File: config.mk
export PLATFORM = sky130hd
export DESIGN_NAME = syzygy_dds_ctrl
export DESIGN_NICKNAME = d
export VERILOG_FILES = /design/src/rtl/syzygy_dds_pkg.sv /design/src/rtl/syzygy_dds_loader.sv /design/src/rtl/syzygy_dds_ctrl.sv
export SDC_FILE = /design/constraint.sdc
export NUM_CORES = 1
export LEC_CHECK = 0
export CORE_UTILIZATION = 45
export DETAILED_ROUTE_END_ITERATION = 12
export GPL_TIMING_DRIVEN = 0
export HOLD_SLACK_MARGIN = 0.12
export PLACE_DENSITY = 0.81
export SETUP_SLACK_MARGIN = 0.1
export SYNTH_ARGS = -nofsm -noshare
export SYNTH_HDL_FRONTEND = slang
export SYNTH_SLANG_ARGS = --single-unit
export TNS_END_PERCENT = 1
File: constraint.sdc
create_clock -name i_clk -period 3.4 [get_ports i_clk]
set_input_delay 0.51 -clock i_clk [delete_from_list [all_inputs] [get_ports i_clk]]
set_output_delay 0.51 -clock i_clk [all_outputs]
set_load 0.03 [all_outputs]
File: src/rtl/syzygy_dds_pkg.sv
// Shared types and constants for the DDS channel sequencer and its BRAM loader.
package syzygy_dds_pkg;

  typedef enum logic [1:0] {
    StIdle   = 2'd0,
    StLoad   = 2'd1,
    StSettle = 2'd2,
    StRun    = 2'd3
  } state_e;

  // BRAM byte addresses are word-aligned: this many low bits are always zero.
  localparam int unsigned AddrLsb = 2;

  // Two 12-bit samples packed per 32-bit waveform word.
  localparam int unsigned SampleW    = 12;
  localparam int unsigned Sample0Lsb = 0;
  localparam int unsigned Sample1Lsb = 16;

endpackage

File: src/rtl/syzygy_dds_loader.sv
// Word counter, clamped length compare and registered BRAM write port for one waveform load.
module syzygy_dds_loader
  import syzygy_dds_pkg::*;
#(
  parameter int unsigned MEM_SIZE_BITS = 12
) (
  input  logic                     i_clk,
  input  logic                     i_reset,
  input  logic                     i_load_go,
  input  logic [MEM_SIZE_BITS:0]   i_load_len,
  input  logic                     i_active,
  input  logic                     i_wr_valid,
  input  logic [31:0]              i_wr_data,
  output logic                     o_len_zero,
  output logic                     o_last,
  output logic                     o_bram_we,
  output logic [31:0]              o_bram_addr,
  output logic [31:0]              o_bram_din,
  output logic                     o_load_done
);

  localparam int unsigned LenW = MEM_SIZE_BITS + 1;
  localparam logic [LenW-1:0] MaxLen = LenW'(1) << MEM_SIZE_BITS;

  logic [LenW-1:0] w_len_clamp;
  logic [LenW-1:0] r_len;
  logic [LenW-1:0] r_cnt;
  logic            w_fire;
  logic            r_we;
  logic [31:0]     r_addr;
  logic [31:0]     r_din;
  logic            r_load_done;

  assign w_len_clamp = (i_load_len > MaxLen) ? MaxLen : i_load_len;
  assign o_len_zero  = (w_len_clamp == '0);
  assign w_fire      = i_active & i_wr_valid;
  // r_len is never zero while active: zero-length loads never enter LOAD.
  assign o_last      = w_fire && (r_cnt == r_len - LenW'(1));

  always_ff @(posedge i_clk) begin
    if (i_reset) begin
      r_len       <= '0;
      r_cnt       <= '0;
      r_we        <= 1'b0;
      r_addr      <= '0;
      r_din       <= '0;
      r_load_done <= 1'b0;
    end else begin
      r_we        <= w_fire;
      r_load_done <= o_last | (i_load_go & o_len_zero);
      if (i_load_go) begin
        r_cnt <= '0;
        r_len <= w_len_clamp;
      end else if (w_fire) begin
        r_cnt  <= r_cnt + LenW'(1);
        r_addr <= 32'({r_cnt[MEM_SIZE_BITS-1:0], {AddrLsb{1'b0}}});
        r_din  <= i_wr_data;
      end
    end
  end

  assign o_bram_we   = r_we;
  assign o_bram_addr = r_addr;
  assign o_bram_din  = r_din;
  assign o_load_done = r_load_done;

endmodule

File: src/rtl/syzygy_dds_ctrl.sv
// Per-channel sequencer: loads a waveform into BRAM, then settles and runs the DDS reader.
module syzygy_dds_ctrl
  import syzygy_dds_pkg::*;
#(
  parameter int unsigned MEM_SIZE_BITS = 12,
  parameter int unsigned SETTLE_CYCLES = 2
) (
  input  logic                   i_clk,
  input  logic                   i_reset,
  input  logic                   i_load_req,
  input  logic [MEM_SIZE_BITS:0] i_load_len,
  input  logic                   i_start,
  input  logic                   i_stop,
  input  logic [15:0]            i_rate_in,
  input  logic                   i_wr_valid,
  input  logic [31:0]            i_wr_data,
  output logic                   o_wr_ready,
  output logic                   o_bram_we,
  output logic [31:0]            o_bram_addr,
  output logic [31:0]            o_bram_din,
  output logic                   o_dds_reset,
  output logic [15:0]            o_dds_rate,
  output logic                   o_running,
  output logic                   o_busy,
  output logic                   o_load_done
);

  localparam int unsigned SettleW = (SETTLE_CYCLES > 1) ? $clog2(SETTLE_CYCLES) : 1;

  state_e             r_state, w_state_d;
  logic [SettleW-1:0] r_settle_cnt, w_settle_cnt_d;
  logic [15:0]        r_rate;
  logic               r_wr_ready, r_dds_reset, r_running, r_busy;
  logic               w_load_go, w_rate_load, w_len_zero, w_last, w_settle_done;

  assign w_settle_done = (32'(r_settle_cnt) + 32'd1 >= SETTLE_CYCLES);

  always_comb begin
    w_state_d      = r_state;
    w_settle_cnt_d = r_settle_cnt;
    w_load_go      = 1'b0;
    w_rate_load    = 1'b0;
    case (r_state)
      StIdle: begin
        if (i_load_req) begin
          w_load_go = 1'b1;
          w_state_d = w_len_zero ? StIdle : StLoad;
        end else if (i_start) begin
          w_rate_load    = 1'b1;
          w_settle_cnt_d = '0;
          w_state_d      = StSettle;
        end
      end
      StLoad: begin
        if (w_last) w_state_d = StIdle;
      end
      StSettle: begin
        if (i_stop) begin
          w_state_d = StIdle;
        end else if (w_settle_done) begin
          w_state_d = StRun;
        end else begin
          w_settle_cnt_d = r_settle_cnt + SettleW'(1);
        end
      end
      StRun: begin
        if (i_stop) begin
          w_state_d = StIdle;
        end else if (i_load_req) begin
          w_load_go = 1'b1;
          w_state_d = w_len_zero ? StIdle : StLoad;
        end else if (i_start) begin
          w_rate_load    = 1'b1;
          w_settle_cnt_d = '0;
          w_state_d      = StSettle;
        end
      end
      default: w_state_d = StIdle;
    endcase
  end

  // Status outputs are registered from the next state so they line up with the state change.
  always_ff @(posedge i_clk) begin
    if (i_reset) begin
      r_state      <= StIdle;
      r_settle_cnt <= '0;
      r_rate       <= '0;
      r_wr_ready   <= 1'b0;
      r_dds_reset  <= 1'b1;
      r_running    <= 1'b0;
      r_busy       <= 1'b0;
    end else begin
      r_state      <= w_state_d;
      r_settle_cnt <= w_settle_cnt_d;
      r_wr_ready   <= (w_state_d == StLoad);
      r_dds_reset  <= (w_state_d != StRun);
      r_running    <= (w_state_d == StRun);
      r_busy       <= (w_state_d == StLoad) || (w_state_d == StSettle);
      if (w_rate_load) r_rate <= i_rate_in;
    end
  end

  syzygy_dds_loader #(
    .MEM_SIZE_BITS(MEM_SIZE_BITS)
  ) u_loader (
    .i_clk      (i_clk),
    .i_reset    (i_reset),
    .i_load_go  (w_load_go),
    .i_load_len (i_load_len),
    .i_active   (r_state == StLoad),
    .i_wr_valid (i_wr_valid),
    .i_wr_data  (i_wr_data),
    .o_len_zero (w_len_zero),
    .o_last     (w_last),
    .o_bram_we  (o_bram_we),
    .o_bram_addr(o_bram_addr),
    .o_bram_din (o_bram_din),
    .o_load_done(o_load_done)
  );

  assign o_wr_ready  = r_wr_ready;
  assign o_dds_reset = r_dds_reset;
  assign o_dds_rate  = r_rate;
  assign o_running   = r_running;
  assign o_busy      = r_busy;

endmodule
==> flow_summary.rst, run 1 <==
.. list-table::
   :header-rows: 1

   * - Metric
     - Value
   * - Maximum Capacitance Violations
     - 0
   * - Tcrit/Tclk final
     - 0.885
   * - Worst path slowest cell
     - nor4_1
   * - Initial drt markers
     - 148
   * - Worst Path Required
     - 3.63 ns
   * - Iteration count of the initial detailed-routing pass
     - 6
   * - Gate Count Post-Synth
     - 513
   * - Mean cell area of the mapped netlist
     - 8.15 sq um
   * - I/O pin total
     - 153
   * - Reg2reg start
     - u_loader.r_len[0]
   * - Vertical die dimension
     - 98.4 microns
   * - Area Overhead vs Synth
     - 41.8%
   * - Synth unique cells
     - 48
   * - Layout cell share with drive strength beyond 1
     - 0.0692
   * - TNS Setup
     - 0 ns
   * - Logic depth of the worst register-to-register path
     - 10
   * - CTS tree
     - built
   * - Fin. max-slew vios
     - 0
   * - Count of endpoints failing setup in the final report
     - 0
   * - Async set-or-reset flop fraction in the synthesized netlist
     - 0
   * - Total congestion overflow after global routing
     - 0
   * - Fill cells
     - 730
   * - Mapped Area
     - 4180 sq um
   * - Placeable core region
     - 8850 sq um
   * - Final Skew
     - 0.00987 ns
   * - DRT Wirelength
     - 11000 microns
   * - CP endpoint kind
     - register
   * - Number of vias in the routed layout
     - 4007
   * - Element type at the critical path start
     - register
   * - Unrepaired setup endpoints after global routing
     - false
   * - Avg WL per Cell
     - 14.0 microns
   * - Complex-gate fraction of the synthesized area
     - 0.156
   * - Worst setup path startpoint
     - u_loader.r_len[0]
   * - Count of hold buffers inserted by post-cts repair
     - 0
   * - Post-cts gate resize count
     - 0
   * - Kind of critical path
     - register to register
   * - Worst reg-to-reg setup slack
     - 0.39 ns
   * - Worst vdd ir
     - 0.367 mV
   * - Slew at the pin closest to its max-slew limit
     - 0.568 ns
   * - Synthesized-area fraction occupied by xor and xnor cells
     - 0.0565
   * - Number of global-route vias before repair
     - 4026
   * - Detailed-placement wirelength estimate
     - 8470 microns
   * - Worst Hold Margin
     - 0.457 ns
   * - Worst R2R End
     - o_busy
   * - Setup bufs post-CTS
     - 0
   * - Maximum number of pins on one net before global-route repair
     - 16
   * - Seq/Total Area, Yosys
     - 0.455
   * - Final Hold Fails
     - 0
   * - Routability congestion estimate from global placement
     - 0.894
   * - Synth Warn #
     - 0
   * - Cell-by-cell listing of the critical path
     - inv_1 -> ha_1 -> or3b_1 -> nor2_1 -> xnor2_1 -> nor4_1 -> a41o_4 -> a21oi_1 -> ha_1 -> nor2b_1
   * - Global-route wire length before repair
     - 18100 microns
   * - Drc violations
     - 0
   * - Clock period minus worst slack
     - 3.01 ns
   * - Insertion delay of the later-clocked pin in the worst-skew pair
     - 0.35 ns
   * - Number of nets in the finished design
     - 751
   * - Post-synthesis share of cell area spent on and, or, nand and nor gates
     - 0.232
   * - Die X
     - 98.4 microns
   * - Power density over cell area
     - 410 nW/um^2
   * - Overall die area
     - 9680 sq um
   * - Mean number of vias per cell
     - 5.09
   * - Hold Crit Class
     - register to register
   * - Static power due to leakage
     - 0.00219 uW
   * - CTS sink cnt
     - 95
   * - Number of buffers inserted during clock tree synthesis
     - 9
   * - End point of the critical path
     - o_busy
   * - Worst EP arrival
     - 3.24 ns
   * - Number of antenna violations at the first check in global routing
     - 0
   * - Critical Path Fanout Max
     - 7
   * - Clk slew on worst S/H paths
     - 0.09 ns
   * - Number of antenna-violating nets in the routed design
     - 0
   * - Biggest cell delay along the critical path
     - 0.50 ns
   * - Share of synthesized cell area in full adder, half adder and majority cells
     - 0.0269
   * - Dominant combinational cell family by area after synthesis
     - simple AND/OR/NAND/NOR gates
   * - Count of port buffers added during placement
     - 132
   * - Starting utilization of the core area
     - 0.473
   * - Headroom to the max-slew limit
     - 0.620
   * - Clk Tree Root Cell
     - clkbuf_8
   * - Number of buffers on the longest clock path
     - 2
   * - Leading register cell type out of synthesis
     - dfxtp_1
   * - Mux cell area share after synthesis
     - 0.00239
   * - Number of enable-type register cells in the synthesized netlist
     - 0
   * - CP dominant cell by count
     - ha_1
   * - Antenna diodes
     - 0
   * - Count of H-tree levels built during CTS
     - 3
   * - Synthesized flop and latch total
     - 95
   * - Status
     - finished clean
   * - Std cell rows
     - 34
   * - Maximum clock rate
     - 332 MHz
   * - All-layer global routing usage
     - 0.234
[sequential cells by signal (all words and copies together), names as in the netlist]
| signal | cells |
|---|---|
| u_loader.o_bram_din | 32 |
| o_dds_rate | 16 |
| u_loader.r_cnt | 13 |
| u_loader.r_len | 13 |
| u_loader.o_bram_addr | 12 |
| r_state | 2 |
| o_busy | 1 |
| o_dds_reset | 1 |
| o_running | 1 |
| o_wr_ready | 1 |
| r_settle_cnt | 1 |
| u_loader.o_bram_we | 1 |
| u_loader.o_load_done | 1 |
[area by class of cell]
cell class / instances / area [sq um] / area share
multi-input combinational: 381 / 2060 / 0.347
tap: 108 / 135 / 0.0228
timing repair buffer: 132 / 1320 / 0.223
clock buffer: 10 / 138 / 0.0232
clock inverter: 5 / 81.3 / 0.0137
sequential: 95 / 1900 / 0.321
buffer: 51 / 275 / 0.0464
inverter: 5 / 18.8 / 0.00317
[layer usage]
layer | vias to the layer above | global-route usage | routed length, microns
met1 | 1848 | 0.247 | 4250
met2 | 137 | 0.424 | 5650
li1 | 2003 | - | -
met4 | 0 | 0.0941 | 210
met3 | 19 | 0.0830 | 876
met5 | - | 0 | 0
[cells in the final DEF, fill, tap and decap left out, types with 2 or more instances in the layout]
master and instances:
or4_1 3, a22o_1 10, or3_1 4, conb_1 20, nor2_1 20, clkbuf_8 10, inv_1 5, nor4_1 6
xnor2_1 14, nand4_1 5, nand2b_1 5, buf_4 20, nand3b_1 2, nand2_1 138, clkbuf_1 29, and3_1 3
nor2b_1 9, o21bai_1 2, o21ai_0 9, nor3_1 6, and2_1 2, a31oi_1 4, or2_2 3, dfxtp_1 95
clkdlybuf4s50_1 132, xor2_1 13, a211oi_1 2, bufinv_16 2, a21oi_1 69, ha_1 9, nand3_1 5
[Yosys cell counts, drive strengths merged (2+ instances only)]
| cell type | count | share of area |
|---|---|---|
| nand2 | 138 | 0.12 |
| a21oi | 69 | 0.083 |
| a31oi | 4 | 0.0060 |
| or3 | 4 | 0.0060 |
| nand3b | 2 | 0.0036 |
| xor2 | 13 | 0.027 |
| nand4 | 5 | 0.0075 |
| and3 | 3 | 0.0045 |
| a22o | 10 | 0.021 |
| or4 | 4 | 0.0081 |
| o21ai | 10 | 0.012 |
| nor2b | 9 | 0.013 |
| and2 | 2 | 0.0030 |
| dfxtp | 95 | 0.45 |
| inv | 5 | 0.0045 |
| a41o | 2 | 0.0075 |
| nand2b | 5 | 0.0075 |
| nor2 | 20 | 0.018 |
| nand3 | 5 | 0.0060 |
| a211oi | 3 | 0.0066 |
| or2 | 4 | 0.0060 |
| ha | 9 | 0.027 |
| o21bai | 2 | 0.0036 |
| buf | 22 | 0.040 |
| nor4 | 7 | 0.012 |
| xnor2 | 14 | 0.029 |
| o31ai | 2 | 0.0048 |
| clkbuf | 29 | 0.026 |
| nor3 | 6 | 0.0072 |
[how the worst min path moves through the flow]
stage / startpoint / end / slack [ns] / cells after the start
final: u_loader.o_bram_din[25] / u_loader.o_bram_din[25] / 0.46 / 2
after global routing: u_loader.o_bram_din[25] / u_loader.o_bram_din[25] / 0.47 / 2
after detailed placement: o_dds_rate[14] / o_dds_rate[14] / 0.45 / 2
after CTS: o_dds_rate[14] / o_dds_rate[14] / 0.46 / 2
after global placement: o_dds_rate[2] / o_dds_rate[2] / 0.44 / 2
after floorplan: r_settle_cnt / r_settle_cnt / 0.47 / 2
[worst max-delay path, delay by kind of cell (launching register included)]
kind | cells | cell delay, ns
buffers and inverters | 1 | 0.12
AO/OA/AOI/OAI | 2 | 0.45
XOR/XNOR | 1 | 0.09
adder cells (fa/ha/maj) | 2 | 0.56
flip-flops | 1 | 0.38
AND/OR/NAND/NOR | 4 | 1.27
[metrics by stage]
| step | total power, uW | cell area [sq um] | setup WS, ns | cells | utilization |
|---|---|---|---|---|---|
| floorplan | 1460 | 4250 | 0.778 | 532 | - |
| global placement | 1620 | 5710 | 0.473 | 772 | 0.645 |
| detailed placement | 1630 | 5710 | 0.452 | 772 | 0.645 |
| CTS | 2430 | 5930 | 0.419 | 787 | 0.670 |
| global route | 2530 | 5930 | 0.240 | 787 | 0.670 |
| finish | 2430 | 5930 | 0.390 | 787 | 0.670 |
[cell families (layout without fill, tap and decap cells)]
group | after synthesis | in the layout
AO/OA/AOI/OAI | 107 | 107
buffers and inverters | 56 | 203
AND/OR/NAND/NOR | 217 | 217
other | 1 | 20
flip-flops | 95 | 95
multiplexers | 1 | 1
XOR/XNOR | 27 | 27
adder cells (fa/ha/maj) | 9 | 9
[power by group]
group          switching (uW)  internal (uW)  leakage, uW
Sequential               22.6           1140     0.000769
Combinational             238            203      0.00131
Clock                     390            432     0.000109
Note: power is estimated with default switching activity, not from simulation.
==> inputs of run 2 (changes only) <==
--- a/config.mk
+++ b/config.mk
@@ -6,6 +6,7 @@
 export NUM_CORES = 1
 export LEC_CHECK = 0
 export CORE_UTILIZATION = 45
+export CTS_CLUSTER_SIZE = 40
 export DETAILED_ROUTE_END_ITERATION = 12
 export GPL_TIMING_DRIVEN = 0
 export HOLD_SLACK_MARGIN = 0.12
==> results of run 2 <==
Same layout as run 1: the final DEF is identical, and so are final timing and power.
==> inputs of run 3 (changes only) <==
--- a/config.mk
+++ b/config.mk
@@ -5,10 +5,10 @@
 export SDC_FILE = /design/constraint.sdc
 export NUM_CORES = 1
 export LEC_CHECK = 0
+export CORE_MARGIN = 3
 export CORE_UTILIZATION = 45
 export CTS_CLUSTER_SIZE = 40
 export DETAILED_ROUTE_END_ITERATION = 12
-export GPL_TIMING_DRIVEN = 0
 export HOLD_SLACK_MARGIN = 0.12
 export PLACE_DENSITY = 0.81
 export SETUP_SLACK_MARGIN = 0.1
==> run 3 against run 2 <==
Against the previous run: total power down 1.1%; clock-buffer cell count down 1; routed wire length down 0.69%; final cell count down 5.8%; global-route usage down 2.2 points; sequential power about the same; core utilization down 2.9 points; cell area down 3.9%; clock power about the same; highest routed layer unchanged.
==> flow_summary.rst, run 3 (synthesis gave the netlist of run 1 again) <==
.. list-table::
   :header-rows: 1

   * - Metric
     - Value
   * - Reg2reg start
     - u_loader.r_len[0]
   * - Layout cell share with drive strength beyond 1
     - 0.0490 (-0.0202)
   * - Fin. max-slew vios
     - 0 (unchanged)
   * - Worst EP arrival
     - 3.20 ns (-0.04 ns)
   * - Routability congestion estimate from global placement
     - 0.849 (-5.0%)
   * - Detailed-placement wirelength estimate
     - 8070 microns (-4.6%)
   * - Max FFs per register
     - 32 (unchanged)
   * - Number of buffers inserted during clock tree synthesis
     - 9 (unchanged)
   * - Clk Tree Root Cell
     - clkbuf_8
   * - Clk slew on worst S/H paths
     - 0.09 ns (about the same)
   * - Count of port buffers added during placement
     - 132 (unchanged)
   * - Placeable core region
     - 8890 sq um (+0.48%)
   * - Total cell area at the placement stage
     - 5480 sq um (-4.0%)
   * - Fill cells
     - 733 (+0.41%)
   * - Element type at the critical path start
     - register
   * - CTS sink cnt
     - 95 (unchanged)
   * - Count of H-tree levels built during CTS
     - 3 (unchanged)
   * - Mean number of vias per cell
     - 5.24 (+2.9%)
   * - Number of buffers on the longest clock path
     - 2 (unchanged)
   * - Critical Path Fanout Max
     - 7 (unchanged)
   * - Area Overhead vs Synth
     - 36.2%
   * - Critical hold path startpoint
     - u_loader.o_bram_din[0]
   * - Worst path buffer plus inverter count
     - 1 (unchanged)
   * - Kind of critical path
     - register to register
   * - Post-route standard cell area excluding fillers
     - 5700 sq um (-3.9%)
   * - Static power due to leakage
     - 0.00206 uW (-6.0%)
   * - Area used by multi-input combinational logic
     - 2060 sq um (unchanged)
   * - Worst Hold Margin
     - 0.458 ns (+0.00108 ns)
   * - Worst path slowest cell
     - nor4_1
   * - Endpoint of the worst hold path
     - u_loader.o_bram_din[0]
   * - Sequential cell area
     - 1900 sq um (unchanged)
   * - Maximum clock rate
     - 337 MHz (+1.6%)
   * - Power density over cell area
     - 422 nW/um^2 (+3.0%)
   * - Insertion delay of the later-clocked pin in the worst-skew pair
     - 0.36 ns (about the same)
   * - Post-cts gate resize count
     - 0 (unchanged)
   * - I/O pin total
     - 153 (unchanged)
   * - Status
     - finished clean
   * - Setup WS pre-CTS
     - 0.489 ns (+0.0364 ns)
   * - Total congestion overflow after global routing
     - 0 (unchanged)
   * - Setup bufs post-CTS
     - 0 (unchanged)
   * - Final Skew
     - 0.00528 ns (-0.00459 ns)
   * - Worst reg-to-reg setup slack
     - 0.44 ns (+0.05 ns)
   * - Maximum number of pins on one net before global-route repair
     - 45 (+29)
   * - Tcrit/Tclk final
     - 0.872 (-0.0138)
   * - Initial drt markers
     - 119 (-20%)
   * - TNS Setup
     - 0 ns (unchanged)
   * - Number of vias in the routed layout
     - 3882 (-3.1%)
   * - Global-route wire length before repair
     - 17800 microns (-1.9%)
   * - Count of hold buffers inserted by post-cts repair
     - 0 (unchanged)
   * - Number of antenna violations at the first check in global routing
     - 0 (unchanged)
   * - Drc violations
     - 0 (unchanged)
   * - Overall die area
     - 10500 sq um (+8.3%)
   * - Vertical die dimension
     - 102 microns (+4.1%)
   * - DRT Wirelength
     - 10900 microns (-0.69%)
   * - Cell family with the largest share of critical-path delay
     - simple AND/OR/NAND/NOR gates
   * - Hold path cells
     - 2 (unchanged)
   * - Cell-by-cell listing of the critical path
     - inv_1 -> ha_1 -> or3b_1 -> nor2_1 -> xnor2_1 -> nor4_1 -> a41o_4 -> a21oi_1 -> ha_1 -> nor2b_1
   * - Biggest cell delay along the critical path
     - 0.47 ns (-0.03 ns)
   * - Worst Path Required
     - 3.64 ns (about the same)
   * - Starting utilization of the core area
     - 0.470 (-0.00226)
   * - Number of antenna-violating nets in the routed design
     - 0 (unchanged)
   * - Std cell rows
     - 34 (unchanged)
   * - Final Hold Fails
     - 0 (unchanged)
   * - Maximum Capacitance Violations
     - 0 (unchanged)
   * - Final worst slack
     - 0.437 ns (+0.0469 ns)
   * - Unrepaired setup endpoints after global routing
     - false
   * - CP dominant cell by count
     - ha_1
   * - Die X
     - 102 microns (+4.1%)
   * - Number of global-route vias before repair
     - 3943 (-2.1%)
   * - Most common cell after layout, fill and taps aside
     - nand2_1
   * - Logic depth of the worst register-to-register path
     - 10 (unchanged)
   * - Iteration count of the initial detailed-routing pass
     - 4 (-2)
   * - Slew at the pin closest to its max-slew limit
     - 0.660 ns (+0.0922 ns)
   * - Worst R2R End
     - o_busy
   * - All-layer global routing usage
     - 0.212 (-0.0218)
   * - Antenna diodes
     - 0 (unchanged)
   * - CP endpoint kind
     - register
   * - Number of nets in the finished design
     - 705 (-6.1%)
   * - Headroom to the max-slew limit
     - 0.560 (-0.0600)
   * - CTS tree
     - built
   * - Worst vdd ir
     - 0.258 mV (-30%)
   * - Hold Crit Class
     - register to register
   * - Commonest non-fill, non-tap cells in the layout
     - 138 x nand2_1, 131 x clkdlybuf4s50_1, 95 x dfxtp_1, 69 x a21oi_1
   * - Count of endpoints failing setup in the final report
     - 0 (unchanged)
   * - Avg WL per Cell
     - 14.7 microns (+5.5%)
   * - Clock period minus worst slack
     - 2.96 ns (-0.0469 ns)
[run 3: cell type report]
| class | count | area share |
|---|---|---|
| flip-flops and latches | 95 | 0.334 |
| inverters | 5 | 0.00329 |
| clock buffers | 9 | 0.0217 |
| multi-input cells | 381 | 0.361 |
| well taps | 108 | 0.0237 |
| repair buffers | 137 | 0.240 |
| clock inverters | 6 | 0.0165 |
[run 3: metal layers]
metal,GRT usage,up-vias,routed length (microns)
met2,0.356,154,5360
li1,-,1906,-
met1,0.236,1797,4290
met3,0.0846,25,952
met5,0,-,0
met4,0.0979,0,304
[run 3: worst reg2reg max path, cell delays in order (launching register included)]
cell and delay (ns):
dfxtp_1 0.38, inv_1 0.12, ha_1 0.26, or3b_1 0.46, nor2_1 0.20, xnor2_1 0.10, nor4_1 0.47, a41o_4 0.33
a21oi_1 0.12, ha_1 0.29, nor2b_1 0.12
[run 3: power by group]
part	leakage [uW]	internal (uW)	switching, uW	total [uW]
logic	0.00119	184	228	412
clock network	0.0000995	415	406	821
registers	0.000769	1140	26.4	1170
total	0.00206	1740	660	2400
[run 3: worst max path at each step]
stage	start	depth (start not counted)	to	slack [ns]
after floorplan	u_loader.r_len[2]	10	o_busy	0.78
after global placement	u_loader.r_len[0]	10	o_busy	0.60
after detailed placement	u_loader.r_len[0]	10	o_busy	0.49
after CTS	u_loader.r_len[0]	10	o_busy	0.47
after global routing	u_loader.r_len[0]	10	o_busy	0.23
final	u_loader.r_len[0]	10	o_busy	0.44
[run 3: metrics by stage]
step | power (uW) | instances | utilization
floorplan | 1460 | 532 | -
global placement | 1590 | 726 | 0.616
detailed placement | 1600 | 726 | 0.616
CTS | 2410 | 741 | 0.641
global route | 2500 | 741 | 0.641
finish | 2400 | 741 | 0.641
